$ cat config.mk
export PLATFORM = sky130hd
export DESIGN_NAME = sram_arbiter_flat
export DESIGN_NICKNAME = d
export VERILOG_FILES = /design/src/rtl/sram_arbiter_if.sv /design/src/rtl/sram_arbiter.sv /design/src/flat_wrapper.sv
export SDC_FILE = /design/constraint.sdc
export NUM_CORES = 1
export LEC_CHECK = 0
export CAP_MARGIN = 10
export CELL_PAD_IN_SITES_DETAIL_PLACEMENT = 1
export CELL_PAD_IN_SITES_GLOBAL_PLACEMENT = 2
export CORE_MARGIN = 3
export CORE_UTILIZATION = 29
export DETAILED_ROUTE_END_ITERATION = 10
export HOLD_SLACK_MARGIN = 0.08
export PLACE_DENSITY = 0.83
export RECOVER_POWER = 50
export SLEW_MARGIN = 20
export SYNTH_ARGS = -nofsm -noshare
export SYNTH_HDL_FRONTEND = slang
export SYNTH_SLANG_ARGS = --single-unit
$ cat constraint.sdc
create_clock -name clk -period 3.4 [get_ports clk]
set_input_delay 0.51 -clock clk [delete_from_list [all_inputs] [get_ports clk]]
set_output_delay 0.51 -clock clk [all_outputs]
set_load 0.01 [all_outputs]
$ cat src/rtl/sram_arbiter_if.sv
// rtl/sram_arbiter_if.sv - two requester ports plus SRAM pin bundle for sram_arbiter
interface sram_arbiter_if;
    logic        a_req;
    logic        a_we;
    logic [17:0] a_addr;
    logic [7:0]  a_wdata;
    logic        a_ack;
    logic [7:0]  a_rdata;

    logic        b_req;
    logic        b_we;
    logic [17:0] b_addr;
    logic [7:0]  b_wdata;
    logic        b_ack;
    logic [7:0]  b_rdata;

    logic        RAMCS_b;
    logic        RAMOE_b;
    logic        RAMWE_b;
    logic [17:0] ADR;
    logic [7:0]  dat_out;
    logic        dat_oe;
    logic [7:0]  dat_in;

    modport slave (
        input  a_req, a_we, a_addr, a_wdata, b_req, b_we, b_addr, b_wdata, dat_in,
        output a_ack, a_rdata, b_ack, b_rdata, RAMCS_b, RAMOE_b, RAMWE_b, ADR, dat_out, dat_oe
    );

    modport master (
        output a_req, a_we, a_addr, a_wdata, b_req, b_we, b_addr, b_wdata, dat_in,
        input  a_ack, a_rdata, b_ack, b_rdata, RAMCS_b, RAMOE_b, RAMWE_b, ADR, dat_out, dat_oe
    );
endinterface

$ cat src/rtl/sram_arbiter.sv
// rtl/sram_arbiter.sv - two-port async SRAM arbiter with A priority and B anti-starvation
module sram_arbiter #(
    parameter int RD_CYCLES = 2,
    parameter int WR_CYCLES = 3,
    parameter int STARVE    = 4
) (
    input  logic          clk,
    input  logic          reset_n,
    sram_arbiter_if.slave bus
);
    typedef enum logic [1:0] {S_IDLE, S_READ, S_WRITE, S_WHOLD} state_t;

    localparam logic [3:0] LP_RD_LAST = 4'(RD_CYCLES - 1);
    localparam logic [3:0] LP_WR_LAST = 4'(WR_CYCLES - 1);
    localparam logic [3:0] LP_STARVE  = 4'(STARVE);

    state_t      r_state;
    logic [3:0]  r_phase;
    logic [3:0]  r_starve;
    logic        r_sel_b;
    logic        r_cs_b;
    logic        r_oe_b;
    logic        r_we_b;
    logic [17:0] r_adr;
    logic [7:0]  r_dout;
    logic        r_dat_oe;
    logic        r_a_ack;
    logic        r_b_ack;
    logic [7:0]  r_a_rdata;
    logic [7:0]  r_b_rdata;

    logic        w_a_pend;
    logic        w_b_pend;
    logic        w_pick_b;
    logic        w_go;
    logic        w_we;
    logic [17:0] w_addr;
    logic [7:0]  w_wdata;

    // The ack cycle is a dead arbitration cycle: a requester still holding req
    // through its ack is not re-granted, and both ports re-arbitrate afterwards.
    assign w_a_pend = bus.a_req & ~r_a_ack & ~r_b_ack;
    assign w_b_pend = bus.b_req & ~r_a_ack & ~r_b_ack;
    assign w_pick_b = w_b_pend & (~w_a_pend | (r_starve == LP_STARVE));
    assign w_go     = w_a_pend | w_b_pend;
    assign w_we     = w_pick_b ? bus.b_we    : bus.a_we;
    assign w_addr   = w_pick_b ? bus.b_addr  : bus.a_addr;
    assign w_wdata  = w_pick_b ? bus.b_wdata : bus.a_wdata;

    always_ff @(posedge clk or negedge reset_n) begin
        if (!reset_n) begin
            r_state   <= S_IDLE;
            r_phase   <= '0;
            r_starve  <= '0;
            r_sel_b   <= 1'b0;
            r_cs_b    <= 1'b1;
            r_oe_b    <= 1'b1;
            r_we_b    <= 1'b1;
            r_adr     <= '0;
            r_dout    <= '0;
            r_dat_oe  <= 1'b0;
            r_a_ack   <= 1'b0;
            r_b_ack   <= 1'b0;
            r_a_rdata <= '0;
            r_b_rdata <= '0;
        end else begin
            r_a_ack <= 1'b0;
            r_b_ack <= 1'b0;
            case (r_state)
                S_IDLE: begin
                    if (w_go) begin
                        r_sel_b <= w_pick_b;
                        r_adr   <= w_addr;
                        r_phase <= '0;
                        r_cs_b  <= 1'b0;
                        if (w_we) begin
                            r_dout   <= w_wdata;
                            r_we_b   <= 1'b0;
                            r_dat_oe <= 1'b1;
                            r_state  <= S_WRITE;
                        end else begin
                            r_oe_b  <= 1'b0;
                            r_state <= S_READ;
                        end
                        if (w_pick_b || !bus.b_req)
                            r_starve <= '0;
                        else if (r_starve != LP_STARVE)
                            r_starve <= r_starve + 4'd1;
                    end
                end
                S_READ: begin
                    if (r_phase == LP_RD_LAST) begin
                        if (r_sel_b) begin
                            r_b_rdata <= bus.dat_in;
                            r_b_ack   <= 1'b1;
                        end else begin
                            r_a_rdata <= bus.dat_in;
                            r_a_ack   <= 1'b1;
                        end
                        r_cs_b  <= 1'b1;
                        r_oe_b  <= 1'b1;
                        r_state <= S_IDLE;
                    end else begin
                        r_phase <= r_phase + 4'd1;
                    end
                end
                S_WRITE: begin
                    if (r_phase == LP_WR_LAST) begin
                        r_we_b  <= 1'b1;
                        r_state <= S_WHOLD;
                    end else begin
                        r_phase <= r_phase + 4'd1;
                    end
                end
                S_WHOLD: begin
                    r_cs_b   <= 1'b1;
                    r_dat_oe <= 1'b0;
                    r_a_ack  <= ~r_sel_b;
                    r_b_ack  <= r_sel_b;
                    r_state  <= S_IDLE;
                end
                default: r_state <= S_IDLE;
            endcase
        end
    end

    assign bus.RAMCS_b = r_cs_b;
    assign bus.RAMOE_b = r_oe_b;
    assign bus.RAMWE_b = r_we_b;
    assign bus.ADR     = r_adr;
    assign bus.dat_out = r_dout;
    assign bus.dat_oe  = r_dat_oe;
    assign bus.a_ack   = r_a_ack;
    assign bus.b_ack   = r_b_ack;
    assign bus.a_rdata = r_a_rdata;
    assign bus.b_rdata = r_b_rdata;
endmodule
$ cat src/flat_wrapper.sv
// flat-port wrapper written by rule: the top's interface ports become plain ports
module sram_arbiter_flat 
#(
    parameter int RD_CYCLES = 2,
    parameter int WR_CYCLES = 3,
    parameter int STARVE    = 4
)
  (clk, reset_n, bus_a_req, bus_a_we, bus_a_addr, bus_a_wdata, bus_b_req, bus_b_we, bus_b_addr, bus_b_wdata, bus_dat_in, bus_a_ack, bus_a_rdata, bus_b_ack, bus_b_rdata, bus_RAMCS_b, bus_RAMOE_b, bus_RAMWE_b, bus_ADR, bus_dat_out, bus_dat_oe);
  sram_arbiter_if bus_i ();
  input  logic clk;
  input  logic reset_n;
  input wire logic [$bits(bus_i.a_req)-1:0] bus_a_req;
  input wire logic [$bits(bus_i.a_we)-1:0] bus_a_we;
  input wire logic [$bits(bus_i.a_addr)-1:0] bus_a_addr;
  input wire logic [$bits(bus_i.a_wdata)-1:0] bus_a_wdata;
  input wire logic [$bits(bus_i.b_req)-1:0] bus_b_req;
  input wire logic [$bits(bus_i.b_we)-1:0] bus_b_we;
  input wire logic [$bits(bus_i.b_addr)-1:0] bus_b_addr;
  input wire logic [$bits(bus_i.b_wdata)-1:0] bus_b_wdata;
  input wire logic [$bits(bus_i.dat_in)-1:0] bus_dat_in;
  output wire logic [$bits(bus_i.a_ack)-1:0] bus_a_ack;
  output wire logic [$bits(bus_i.a_rdata)-1:0] bus_a_rdata;
  output wire logic [$bits(bus_i.b_ack)-1:0] bus_b_ack;
  output wire logic [$bits(bus_i.b_rdata)-1:0] bus_b_rdata;
  output wire logic [$bits(bus_i.RAMCS_b)-1:0] bus_RAMCS_b;
  output wire logic [$bits(bus_i.RAMOE_b)-1:0] bus_RAMOE_b;
  output wire logic [$bits(bus_i.RAMWE_b)-1:0] bus_RAMWE_b;
  output wire logic [$bits(bus_i.ADR)-1:0] bus_ADR;
  output wire logic [$bits(bus_i.dat_out)-1:0] bus_dat_out;
  output wire logic [$bits(bus_i.dat_oe)-1:0] bus_dat_oe;
  assign bus_i.a_req = bus_a_req;
  assign bus_i.a_we = bus_a_we;
  assign bus_i.a_addr = bus_a_addr;
  assign bus_i.a_wdata = bus_a_wdata;
  assign bus_i.b_req = bus_b_req;
  assign bus_i.b_we = bus_b_we;
  assign bus_i.b_addr = bus_b_addr;
  assign bus_i.b_wdata = bus_b_wdata;
  assign bus_i.dat_in = bus_dat_in;
  assign bus_a_ack = bus_i.a_ack;
  assign bus_a_rdata = bus_i.a_rdata;
  assign bus_b_ack = bus_i.b_ack;
  assign bus_b_rdata = bus_i.b_rdata;
  assign bus_RAMCS_b = bus_i.RAMCS_b;
  assign bus_RAMOE_b = bus_i.RAMOE_b;
  assign bus_RAMWE_b = bus_i.RAMWE_b;
  assign bus_ADR = bus_i.ADR;
  assign bus_dat_out = bus_i.dat_out;
  assign bus_dat_oe = bus_i.dat_oe;
  sram_arbiter #(.RD_CYCLES(RD_CYCLES), .WR_CYCLES(WR_CYCLES), .STARVE(STARVE)) u_core (.clk(clk), .reset_n(reset_n), .bus(bus_i));
endmodule
==> results of run 1 <==
## final timing paths
| path | end | depth (start not counted) |
|---|---|---|
| max | u_core.bus.ADR[7] | 7 |
| min | u_core.bus.ADR[0] | 2 |
| max reg2reg | u_core.bus.ADR[7] | 7 |
| min reg2reg | u_core.bus.ADR[0] | 2 |
| max in group asynchronous | u_core.bus.ADR[3] | 2 |
| min in group asynchronous | u_core.r_phase[1] | 1 |
## tightest hold or removal path: stages (launching register included)
cell	delay [ps]
dfrtp_1	340
nand2_1	40
o21ai_0	60
## cells in the mapped netlist, drive strengths merged
| cell | count | area [µm²] |
|---|---|---|
| dfrtp | 56 | 1400 |
| mux2 | 32 | 360 |
| nand2 | 27 | 101 |
| mux2i | 21 | 210 |
| o21ai | 21 | 105 |
| inv | 15 | 56.3 |
| ha | 9 | 113 |
| a21oi | 6 | 33.8 |
| nand3 | 6 | 30.0 |
| buf | 5 | 32.5 |
| clkbuf | 5 | 18.8 |
| a31oi | 4 | 25.0 |
| nand2b | 4 | 25.0 |
| and2 | 3 | 18.8 |
| dfstp | 3 | 78.8 |
| o31ai | 3 | 22.5 |
| or2 | 3 | 21.3 |
| a2bb2oi | 2 | 17.5 |
| and4 | 2 | 17.5 |
| nand3b | 2 | 15.0 |
| o211ai | 2 | 20.0 |
| o22ai | 2 | 12.5 |
| o32a | 2 | 20.0 |
| a21o | 1 | 7.51 |
| a221oi | 1 | 15.0 |
| and3 | 1 | 6.26 |
| and3b | 1 | 8.76 |
| nand4 | 1 | 6.26 |
| nor2 | 1 | 11.3 |
| nor2b | 1 | 6.26 |
| nor3 | 1 | 16.3 |
| nor3b | 1 | 7.51 |
| nor4bb | 1 | 10.0 |
| o2111ai | 1 | 15.0 |
| o211a | 1 | 10.0 |
| o21a | 1 | 7.51 |
| o221ai | 1 | 8.76 |
| o311a | 1 | 10.0 |
| o311ai | 1 | 16.3 |
| or3 | 1 | 6.26 |
| or3b | 1 | 8.76 |
## routing by layer
layer	vias to the layer above	wire length, µm	track usage	share of wire
met5	-	0	0	0
met4	0	82	0.0466	0.010
met3	6	497	0.0500	0.063
met2	58	4020	0.246	0.51
met1	1153	3350	0.173	0.42
li1	1143	-	-	-
## flip-flops by register name, summed over array words and instances, names as in the netlist, 2 cells and up
| name | flops |
|---|---|
| u_core.r_starve | 4 |
| u_core.r_state | 2 |
| u_core.bus.b_rdata | 8 |
| u_core.bus.dat_out | 8 |
| u_core.bus.a_rdata | 8 |
| u_core.r_phase | 4 |
| u_core.bus.ADR | 18 |
## logic make-up (layout without fill, tap and decap cells)
group,after synthesis,count (layout),synth area share
flops,59,59,0.504
simple gates,57,57,0.108
mux,53,53,0.194
compound gates,50,50,0.118
buf+inv,25,147,0.0367
fa+ha+maj,9,9,0.0384
## final cells by class
cell class | count | area share
Timing Repair Buffer | 116 | 0.259
Tap cell | 133 | 0.0376
Clock buffer | 9 | 0.0280
Sequential cell | 59 | 0.334
Multi-Input combinational cell | 169 | 0.306
Clock inverter | 7 | 0.0229
Inverter | 15 | 0.0127
## power by group
group          total [W]  switching, W  internal [W]
combinational    0.00176      0.000828      0.000934
clock           0.000724      0.000307      0.000417
sequential       0.00124      0.000199       0.00104
total            0.00372       0.00133       0.00239
## metrics by stage
step / util / cell area, µm² / hold WS (ps) / setup slack, ps
after floorplan: - / 2930 / 214 / 1470
after global placement: 0.428 / 4210 / 463 / 857
after detailed placement: 0.428 / 4210 / 474 / 802
after CTS: 0.451 / 4430 / 326 / 1040
after global routing: 0.451 / 4430 / 510 / 622
final: 0.451 / 4430 / 473 / 1090
==> flow_summary.ini, run 1 <==
[sta]
fin_crit_sh = 0.680
min_period_ps = 2310
tightest_slew_ps = 2150
rsz0062_at_grt = no
setup_violations = 0
hold_viol = 0
slew_violations = 41
finalSetupTns_ps = 0
fin_skew_ps = 8.67
relSlewSlack = -0.432
fmax_mhz = 433

[critical_path]
path_class = flop to flop
crit_slowest_cell = o211ai_4
slowest_delay_ps = 510
path_buf_inv = 2
r2r_slack_ps = 1090
rr_startpoint = u_core.r_starve[0]
path_cells = inv_1 > ha_1 > and3b_1 > o211ai_4 > buf_4 > mux2i_1 > o21ai_0
arrival_ps = 2520
crit_path_start = u_core.r_starve[0]
startpoint_type = flop
cp_max_fo = 17
crit_required_ps = 3610
cp_top_family = compound AO/OA/AOI/OAI gates
endpoint_kind = flop

[power]
power.total_w = 0.00372
peakVddDrop_v = 0.000322
power-per-cell-area_nw_per_um2 = 842
cellLeakagePower_nw = 1.95

[clock_network]
cts_setup_buffers = 0
post_cts_resized = 0
clk_path_buf_depth = 2
numCtsBuffers = 9
hold_buffers = 0
path_clk_slew_ps = 80
clk_latency_ps = 340
root_buffer = clkbuf_8
cts_tree = yes
cts.sinks = 59
htreeDepth = 3

[finish]
drive_gt1_frac = 0.168
fin_cells = 508
seqCellArea_um2 = 1480
fillers = 1095
areaGrowthSynthToFinish_pct = 50.8
diodes = 0
multi_input_area_um2 = 1350
layout_common_cells = 90 x clkdlybuf4s50_1, 56 x dfrtp_1, 32 x mux2_2
num-nets-final = 445
final_common_cell = clkdlybuf4s50_1

[global_route]
grt-ovfl-total = 0
grt_pass1_vias = 2536
grt_pass1_wl_mm = 12.9
antenna_found_initial = 0
gr-usage-all-layers = 0.145
grt_max_degree = 43

[placement]
dp_cells = 492
place.gp.congestion = 0.748
port-buffer-count = 113
hpwl_mm = 6.06

[die]
die_w_um = 107
die_h_um = 107
initial_core_util = 0.299
io_pins = 114
rows = 36
die_area_um2 = 11400
core_um2 = 9820

[synthesis]
yosys_warnings = 0
ys_seq_area_frac = 0.504
synth_nets = 328
ys_types = 46
synth_seq_cells = 59
netlist_area_um2 = 2930
avgSynthCellArea_um2 = 11.6
netlist_instances = 253

[status]
violations = capacitance limit, slew limit
status = finished, violations left

[run]
drv_cap = 1

[routing]
ant_nets = 0
routed_wl_mm = 7.95
drt_iter0_markers = 46
drt_pass1_iterations = 4
route.detailed.drc = 0
post_drt_wl_per_cell_um = 15.6
num_vias = 2360
viasPerCell = 4.65

[hold_path]
worstHoldStart = u_core.bus.ADR[0]
hold_class = flop to flop
(Power assumes the default switching activity.)
==> run 2: changes to the inputs <==
--- a/config.mk
+++ b/config.mk
@@ -9,10 +9,10 @@
 export CELL_PAD_IN_SITES_DETAIL_PLACEMENT = 1
 export CELL_PAD_IN_SITES_GLOBAL_PLACEMENT = 2
 export CORE_MARGIN = 3
-export CORE_UTILIZATION = 29
+export CORE_UTILIZATION = 24
 export DETAILED_ROUTE_END_ITERATION = 10
 export HOLD_SLACK_MARGIN = 0.08
-export PLACE_DENSITY = 0.83
+export PLACE_DENSITY = 0.74
 export RECOVER_POWER = 50
 export SLEW_MARGIN = 20
 export SYNTH_ARGS = -nofsm -noshare
==> constraint.sdc (replaced) <==
create_clock -name clk -period 2 [get_ports clk]
set_input_delay 0.3 -clock clk [delete_from_list [all_inputs] [get_ports clk]]
set_output_delay 0.3 -clock clk [all_outputs]
set_load 0.01 [all_outputs]
==> flow_summary.ini, run 2 (synthesis results as in run 1) <==
[finish]
fillers = 1245
areaGrowthSynthToFinish_pct = 62.5
final_common_cell = clkdlybuf4s50_1
seqCellArea_um2 = 1480
diodes = 0
post-route-cell-area_um2 = 4770
multi_input_area_um2 = 1370
drive_gt1_frac = 0.222
num-nets-final = 466
utilization = 0.409
layout_common_cells = 89 x clkdlybuf4s50_1, 56 x dfrtp_1, 32 x mux2_2
largest_register_ffs = 18

[sta]
rsz0062_at_grt = no
fin_skew_ps = 6.20
min_period_ps = 1910
slew_violations = 0
fmax_mhz = 522
tightest_slew_ps = 1080
relSlewSlack = 0.280
setup_violations = 0
fin_crit_sh = 0.957
hold_viol = 0

[power]
netSwitchingFraction = 0.340
p_int_w = 0.00464
cellLeakagePower_nw = 2.11
pwr-share-comb = 0.461
p_switching_w = 0.00239
clockPowerShare = 0.239
power-per-cell-area_nw_per_um2 = 1480
peakVddDrop_v = 0.000622
p_seq_frac = 0.300
power.total_w = 0.00703

[die]
io_pins = 114
die_h_um = 117
core_um2 = 11700
die_w_um = 117
initial_core_util = 0.252
die_area_um2 = 13600
rows = 39

[status]
status = finished, final reports clean

[routing]
drt_iter0_markers = 44
routed_wl_mm = 8.58
num_vias = 2426
route.detailed.drc = 0
post_drt_wl_per_cell_um = 15.9
viasPerCell = 4.50
ant_nets = 0
drt_pass1_iterations = 4

[hold_path]
min_path_cells = 2
hold_class = flop to flop

[run]
drv_cap = 0

[critical_path]
startpoint_type = flop
path_cells = inv_1 > ha_2 > and3b_2 > o211ai_4 > buf_12 > mux2_2 > mux2_2
arrival_ps = 2120
endpoint_kind = flop
crit_slowest_cell = dfrtp_1
reg2regPathDepth = 7
slowest_delay_ps = 350
crit_required_ps = 2200
cp_top_family = multiplexers
path_class = flop to flop
cp_max_fo = 10
cp.depth = 7
path_buf_inv = 2
cp_common_cell = mux2_2
r2r_slack_ps = 90

[clock_network]
numCtsBuffers = 9
cts_tree = yes
htreeDepth = 3
clk_latency_ps = 320
clk_path_buf_depth = 2
cts.sinks = 59
path_clk_slew_ps = 60
cts_setup_buffers = 0
root_buffer = clkbuf_16

[global_route]
antenna_found_initial = 0
grt_max_degree = 43
grt-ovfl-total = 0
grt_pass1_wl_mm = 13.8
grt_pass1_vias = 2696
gr-usage-all-layers = 0.131

[placement]
port-buffer-count = 113
dpl_cell_area_um2 = 4420
place.gp.congestion = 0.798
hpwl_mm = 6.49
-- run 2: changes by cell type in the layout (fill, tap and decap cells not counted), moves of 2 or more --
cell | previous run | this run
dlygate4sd3_1 | 22 | 24
buf_12 | 0 | 4
clkbuf_8 | 9 | 0
clkbuf_16 | 0 | 9
buf_4 | 2 | 18
-- run 2: cell type report --
| cell class | count | area share |
|---|---|---|
| multi-input combinational | 169 | 0.287 |
| clock inverter | 7 | 0.0213 |
| inverter | 15 | 0.0118 |
| timing repair buffer | 137 | 0.284 |
| sequential | 59 | 0.310 |
| tap | 143 | 0.0375 |
| clock buffer | 9 | 0.0472 |
-- run 2: power groups by stage --
stage,clock network (W),logic [W],registers [W]
after floorplan,0,0.00145,0.00231
after global placement,0,0.00328,0.00211
after detailed placement,0,0.00334,0.00215
after CTS,0.00173,0.00337,0.00214
after global routing,0.00178,0.00358,0.00220
final,0.00168,0.00324,0.00211
-- run 2: metal layers --
metal / part of all wire / vias to the layer above / GRT usage
li1: - / 1180 / -
met1: 0.45 / 1178 / 0.162
met2: 0.49 / 62 / 0.223
met3: 0.052 / 6 / 0.0389
met4: 0.010 / 0 / 0.0321
met5: 0 / - / 0
-- run 2: final timing paths --
kind | start | to
max | u_core.r_starve[0] | u_core.bus.dat_out[6]
min | u_core.bus.ADR[16] | u_core.bus.ADR[16]
max reg2reg | u_core.r_starve[0] | u_core.bus.dat_out[6]
min reg2reg | u_core.bus.ADR[16] | u_core.bus.ADR[16]
max in group asynchronous | reset_n | u_core.bus.b_rdata[3]
min in group asynchronous | reset_n | u_core.r_phase[2]
-- run 2: worst register-to-register path: cells and delay by family (launching register included) --
kind | cells | cell delay (ps)
multiplexers | 2 | 600
flip-flops | 1 | 350
AND/OR/NAND/NOR | 1 | 240
buffers and inverters | 2 | 220
AO/OA/AOI/OAI | 1 | 210
adder cells (fa/ha/maj) | 1 | 180
-- run 2: metrics by stage --
| stage | hold slack, ps | setup WS (ps) | TNS (ps) | std cells |
|---|---|---|---|---|
| finish | 472 | 85.6 | 0 | 539 |
| global route | 506 | 6.41 | 0 | 539 |
| CTS | 486 | 36.7 | 0 | 539 |
| detailed placement | 287 | -105 | -825 | 522 |
| global placement | 282 | -50.5 | -397 | 522 |
| floorplan | 4.41 | 68.0 | 0 | 253 |
-- run 2: repair_timing --
| item | in CTS | in global routing |
|---|---|---|
| gates resized for setup | 0 | 6 |
| hold endpoints to repair | 14 | 0 |
| hold buffers | 1 | 0 |
| endpoints found under the setup margin | 0 | 20 |
